File: config.mk
export PLATFORM = sky130hd
export DESIGN_NAME = m_shiftctrl
export DESIGN_NICKNAME = d
export VERILOG_FILES = /design/src/rtl/m_shiftctrl_pkg.sv /design/src/rtl/m_shiftctrl_dp.sv /design/src/rtl/m_shiftctrl.sv
export SDC_FILE = /design/constraint.sdc
export NUM_CORES = 1
export LEC_CHECK = 0
export ABC_AREA = 1
export BUFFER_PORTS_ARGS = -buffer_cell sky130_fd_sc_hd__buf_2
export CAP_MARGIN = 20
export CORE_MARGIN = 10
export CORE_UTILIZATION = 25
export DETAILED_ROUTE_END_ITERATION = 16
export MAX_ROUTING_LAYER = met4
export PLACE_DENSITY = 0.48
export RECOVER_POWER = 100
export SYNTH_ARGS = -nofsm -noshare
export SYNTH_HDL_FRONTEND = slang
export SYNTH_SLANG_ARGS = --single-unit
File: constraint.sdc
create_clock -name clk -period 2.9 [get_ports clk]
set_clock_uncertainty 0.15 [all_clocks]
set_input_delay 0.29 -clock clk [delete_from_list [all_inputs] [get_ports clk]]
set_output_delay 0.29 -clock clk [all_outputs]
set_load 0.02 [all_outputs]
File: src/rtl/m_shiftctrl_pkg.sv
// Shared encodings for the serial shift controller.
// Op codes, FSM states and shift-counter mode pins.
package m_shiftctrl_pkg;

  typedef enum logic [1:0] {
    SH_SLL = 2'b00,
    SH_SRL = 2'b01,
    SH_RSV = 2'b10,
    SH_SRA = 2'b11
  } op_e;

  typedef enum logic [1:0] {
    ST_IDLE  = 2'b00,
    ST_SHIFT = 2'b01,
    ST_DONE  = 2'b10
  } state_e;

  // counter mode as {sa19,sa18}
  localparam logic [1:0] CNT_LOAD     = 2'b00;
  localparam logic [1:0] CNT_LOADBYTE = 2'b10;
  localparam logic [1:0] CNT_DEC      = 2'b01;
  localparam logic [1:0] CNT_HOLD     = 2'b11;

  function automatic logic [31:0] shift1(
    input logic [31:0] d,
    input logic        right,
    input logic        arith
  );
    if (right)
      return {arith & d[31], d[31:1]};
    else
      return {d[30:0], 1'b0};
  endfunction

endpackage

File: src/rtl/m_shiftctrl_dp.sv
// 32-bit operand register: load, or shift one bit left/right
// with optional sign fill.
module m_shiftctrl_dp
  import m_shiftctrl_pkg::*;
#(
  parameter bit HIGHLEVEL = 1'b1
) (
  input  logic        clk,
  input  logic        rst_n,
  input  logic        load,
  input  logic        shift,
  input  logic        right,
  input  logic        arith,
  input  logic [31:0] a,
  output logic [31:0] data
);

  logic [31:0] d_nxt;

  generate
    if (HIGHLEVEL) begin : g_hl
      always_comb begin
        d_nxt = data;
        unique case (1'b1)
          load:    d_nxt = a;
          shift:   d_nxt = shift1(data, right, arith);
          default: d_nxt = data;
        endcase
      end
    end else begin : g_ll
      // flat AND-OR form, one 4-input function per bit
      logic [31:0] lvec;
      logic [31:0] rvec;
      logic        sh_l;
      logic        sh_r;
      logic        keep;
      assign lvec = {data[30:0], 1'b0};
      assign rvec = {arith & data[31], data[31:1]};
      assign sh_l = ~load & shift & ~right;
      assign sh_r = ~load & shift & right;
      assign keep = ~load & ~shift;
      assign d_nxt = ({32{load}} & a)
                   | ({32{sh_l}} & lvec)
                   | ({32{sh_r}} & rvec)
                   | ({32{keep}} & data);
    end
  endgenerate

  always_ff @(posedge clk or negedge rst_n) begin
    if (!rst_n)
      data <= '0;
    else
      data <= d_nxt;
  end

endmodule

File: src/rtl/m_shiftctrl.sv
// Serial shift controller: steers the external down-counter
// and shifts the operand until lastshift.
module m_shiftctrl
  import m_shiftctrl_pkg::*;
#(
  parameter bit HIGHLEVEL = 1'b1
) (
  input  logic        clk,
  input  logic        rst_n,
  input  logic        req_valid,
  output logic        req_ready,
  input  logic [1:0]  op,
  input  logic        bytemode,
  input  logic [31:0] A,
  output logic        sa18,
  output logic        sa19,
  input  logic        lastshift,
  output logic        res_valid,
  input  logic        res_ready,
  output logic [31:0] result
);

  state_e      state_q;
  state_e      state_d;
  op_e         op_q;
  logic [1:0]  mode;
  logic        load;
  logic        shift;
  logic        right;
  logic        arith;
  logic [31:0] data;

  always_ff @(posedge clk or negedge rst_n) begin
    if (!rst_n) begin
      state_q <= ST_IDLE;
      op_q    <= SH_SLL;
    end else begin
      state_q <= state_d;
      if (load)
        op_q <= op_e'(op);
    end
  end

  always_comb begin
    state_d   = state_q;
    req_ready = 1'b0;
    res_valid = 1'b0;
    mode      = CNT_HOLD;
    load      = 1'b0;
    shift     = 1'b0;
    unique case (state_q)
      ST_IDLE: begin
        // counter reloads every idle cycle
        req_ready = 1'b1;
        mode      = bytemode ? CNT_LOADBYTE : CNT_LOAD;
        if (req_valid) begin
          load    = 1'b1;
          state_d = ST_SHIFT;
        end
      end
      ST_SHIFT: begin
        mode = CNT_DEC;
        if (lastshift)
          state_d = ST_DONE;
        else
          shift = 1'b1;
      end
      ST_DONE: begin
        res_valid = 1'b1;
        mode      = CNT_HOLD;
        if (res_ready)
          state_d = ST_IDLE;
      end
      default: state_d = ST_IDLE;
    endcase
  end

  assign right  = (op_q == SH_SRL) || (op_q == SH_SRA);
  assign arith  = (op_q == SH_SRA);
  assign sa19   = mode[1];
  assign sa18   = mode[0];
  assign result = data;

  m_shiftctrl_dp #(
    .HIGHLEVEL(HIGHLEVEL)
  ) u_dp (
    .clk  (clk),
    .rst_n(rst_n),
    .load (load),
    .shift(shift),
    .right(right),
    .arith(arith),
    .a    (A),
    .data (data)
  );

endmodule

==> reports/qor.csv <==
stage,metric,value,unit
timing,holdWs,0.0282,ns
global_routing,grt_pass1_vias,2361,
cells_and_area,design_area,2770,sq um
place,gp_congestion,0.744,
worst_setup_path,startpoint_type,flop,
timing,tns,0,ns
floorplanning,row_count,34,
outcome,outcome,"complete, no violations",
drt,drt_wl_total,7.22,mm
floorplanning,initial_core_util,0.260,
cells_and_area,multi_input_area,1040,sq um
global_routing,track_usage,0.114,
cts,clock-sinks,36,
synth,syn_area,2290,sq um
cells_and_area,fill_cells,1040,
cells_and_area,final_common_cell,nand2_1,
global_routing,antenna_found_initial,0,
floorplanning,dieArea,13400,sq um
floorplanning,core,8810,sq um
cells_and_area,drive_gt1_frac,0.123,
worst_setup_path,worstPathArrival,2.10,ns
cts,cts_resized,0,
floorplanning,die_h,116,microns
drt,antenna_left,0,
global_routing,grt_overflow_total,0,
cts,clock_latency,0.29,ns
place,place_hpwl,5.02,mm
global_routing,grt_pass1_wl,11.9,mm
cts,cts.htree.levels,2,
power_and_ir_drop,ir_drop,0.000445,V
min_path,hold_class,input port to flop,
place,place_inst,539,
timing,slew_violations,0,
synth,yosysUniqueCellTypes,16,
timing,worstMarginPinSlew,0.952,ns
drt,post_drt_wl_per_cell,13.2,microns
power_and_ir_drop,power_density,1170,nW/um^2
timing,rsz0062_at_grt,no,
synth,synthCells,371,
cells_and_area,syn_to_final_growth,20.7,%
timing,fin_crit,2.02,ns
floorplanning,dieWidth,116,microns
worst_setup_path,cp-end-kind,flop,
timing,min_period_over_period,0.697,
timing,setup_violations,0,
worst_setup_path,cp.required,2.98,ns
drt,dr.pass1.iters,4,
synth,yosys_warnings,0,
global_routing,grt_max_degree,37,
cells_and_area,antenna_cells,0,
worst_setup_path,crit_type,flop to flop,
synth,ys_ff_latch,36,
cells_and_area,final_cells,547,
cells_and_area,final_cell_mix,"200 x nand2_1, 59 x inv_1, 38 x buf_2",
synth,avgSynthCellArea,6.18,sq um
job,drv_cap,0,
synth,syn-num-nets,411,
drt,vias_per_cell,4.25,
timing,finalHoldViolations,0,
drt,drt_iter0_markers,76,
power_and_ir_drop,p_leak,1.64,nW
cts,clock_path_buffers,2,
worst_setup_path,cp_max_fo,32,
drt,drc,0,
floorplanning,boundaryPins,76,
cts,tritoncts,done,
cells_and_area,regArea,901,sq um
cells_and_area,fin_nets,479,
timing,slew_headroom,0.365,
drt,vias,2324,
timing,max_clock_freq,495,MHz
cts,cts_made_buffers,5,
place,port_buffers,75,
synth,synth-seq-area-share,0.393,
cts,hold_buffers,1,
cts,cts_setup_buffers,0,
cts,clock-root-buffer,clkbuf_8,
cts,clk_pin_slew,0.08,ns
place,dpl_cell_area,2720,sq um
## stage by stage
| step | power [mW] | worst slack [ns] | utilization |
|---|---|---|---|
| 2_1_floorplan | 2.38 | 1.49 | - |
| 3_3_place_gp | 2.93 | 1.11 | 0.308 |
| 3_5_place_dp | 2.95 | 1.08 | 0.308 |
| 4_1_cts | 3.38 | 1.06 | 0.320 |
| 5_1_grt | 3.59 | 0.693 | 0.314 |
| 6_report | 3.23 | 0.879 | 0.314 |
## path summary, 6_finish.rpt
kind,startpoint,to,slack [ns],cells past startpoint
min in group asynchronous,rst_n,u_dp.data[30],0.53,2
worst min register to register,op_q[1],op_q[1],0.33,2
max in group asynchronous,rst_n,op_q[1],1.49,2
worst max register to register,state_q[0],u_dp.data[15],0.88,6
worst min-delay path,res_ready,state_q[1],0.03,2
worst max-delay path,state_q[0],u_dp.data[15],0.88,6
## synth_stat cells (all sizes together)
cell / number / area, sq um
clkbuf: 4 / 15.0
o21ai: 13 / 65.1
o22ai: 1 / 6.26
nor2: 6 / 37.5
a21oi: 1 / 5.00
inv: 60 / 225
dfrtp: 36 / 901
nand2: 201 / 759
nand3: 34 / 175
buf: 15 / 103
## registers in the layout (all words and copies together) (netlist names)
| name | count |
|---|---|
| state_q | 2 |
| u_dp.data | 32 |
| op_q | 2 |
## layer usage
layer / vias to the layer above / global-route usage / routed length [microns]
met2: 58 / 0.189 / 3480
met1: 1036 / 0.138 / 3370
li1: 1225 / - / -
met4: 0 / 0.0275 / 68
met3: 5 / 0.0248 / 301
met5: - / - / 0
## critical path, cell delays in order (launching register included)
cell and delay, ns:
dfrtp_1 0.42, nor2_1 0.10, nand2_1 0.48, nand2_2 0.12, inv_2 0.47, nand2_1 0.10, nand2_1 0.09
## cell families (layout without fill, tap and decap cells)
logic type	count (synthesis)	count (layout)	synth area share
compound gates	15	15	0.0333
simple gates	241	241	0.424
flops	36	36	0.393
buf+inv	79	147	0.150
## final cells by class
class,count,share of cell area
inverters,60,0.0814
repair buffers,80,0.134
well taps,108,0.0488
multi-input cells,256,0.375
clock buffers,7,0.0348
flip-flops and latches,36,0.326
## where the power goes
part           switching [mW]  internal, mW  total (mW)
Clock                   0.192         0.212       0.405
Combinational            1.30         0.523        1.82
Sequential              0.236         0.762       0.998
Total                    1.73          1.50        3.23
(Power assumes the default switching activity.)
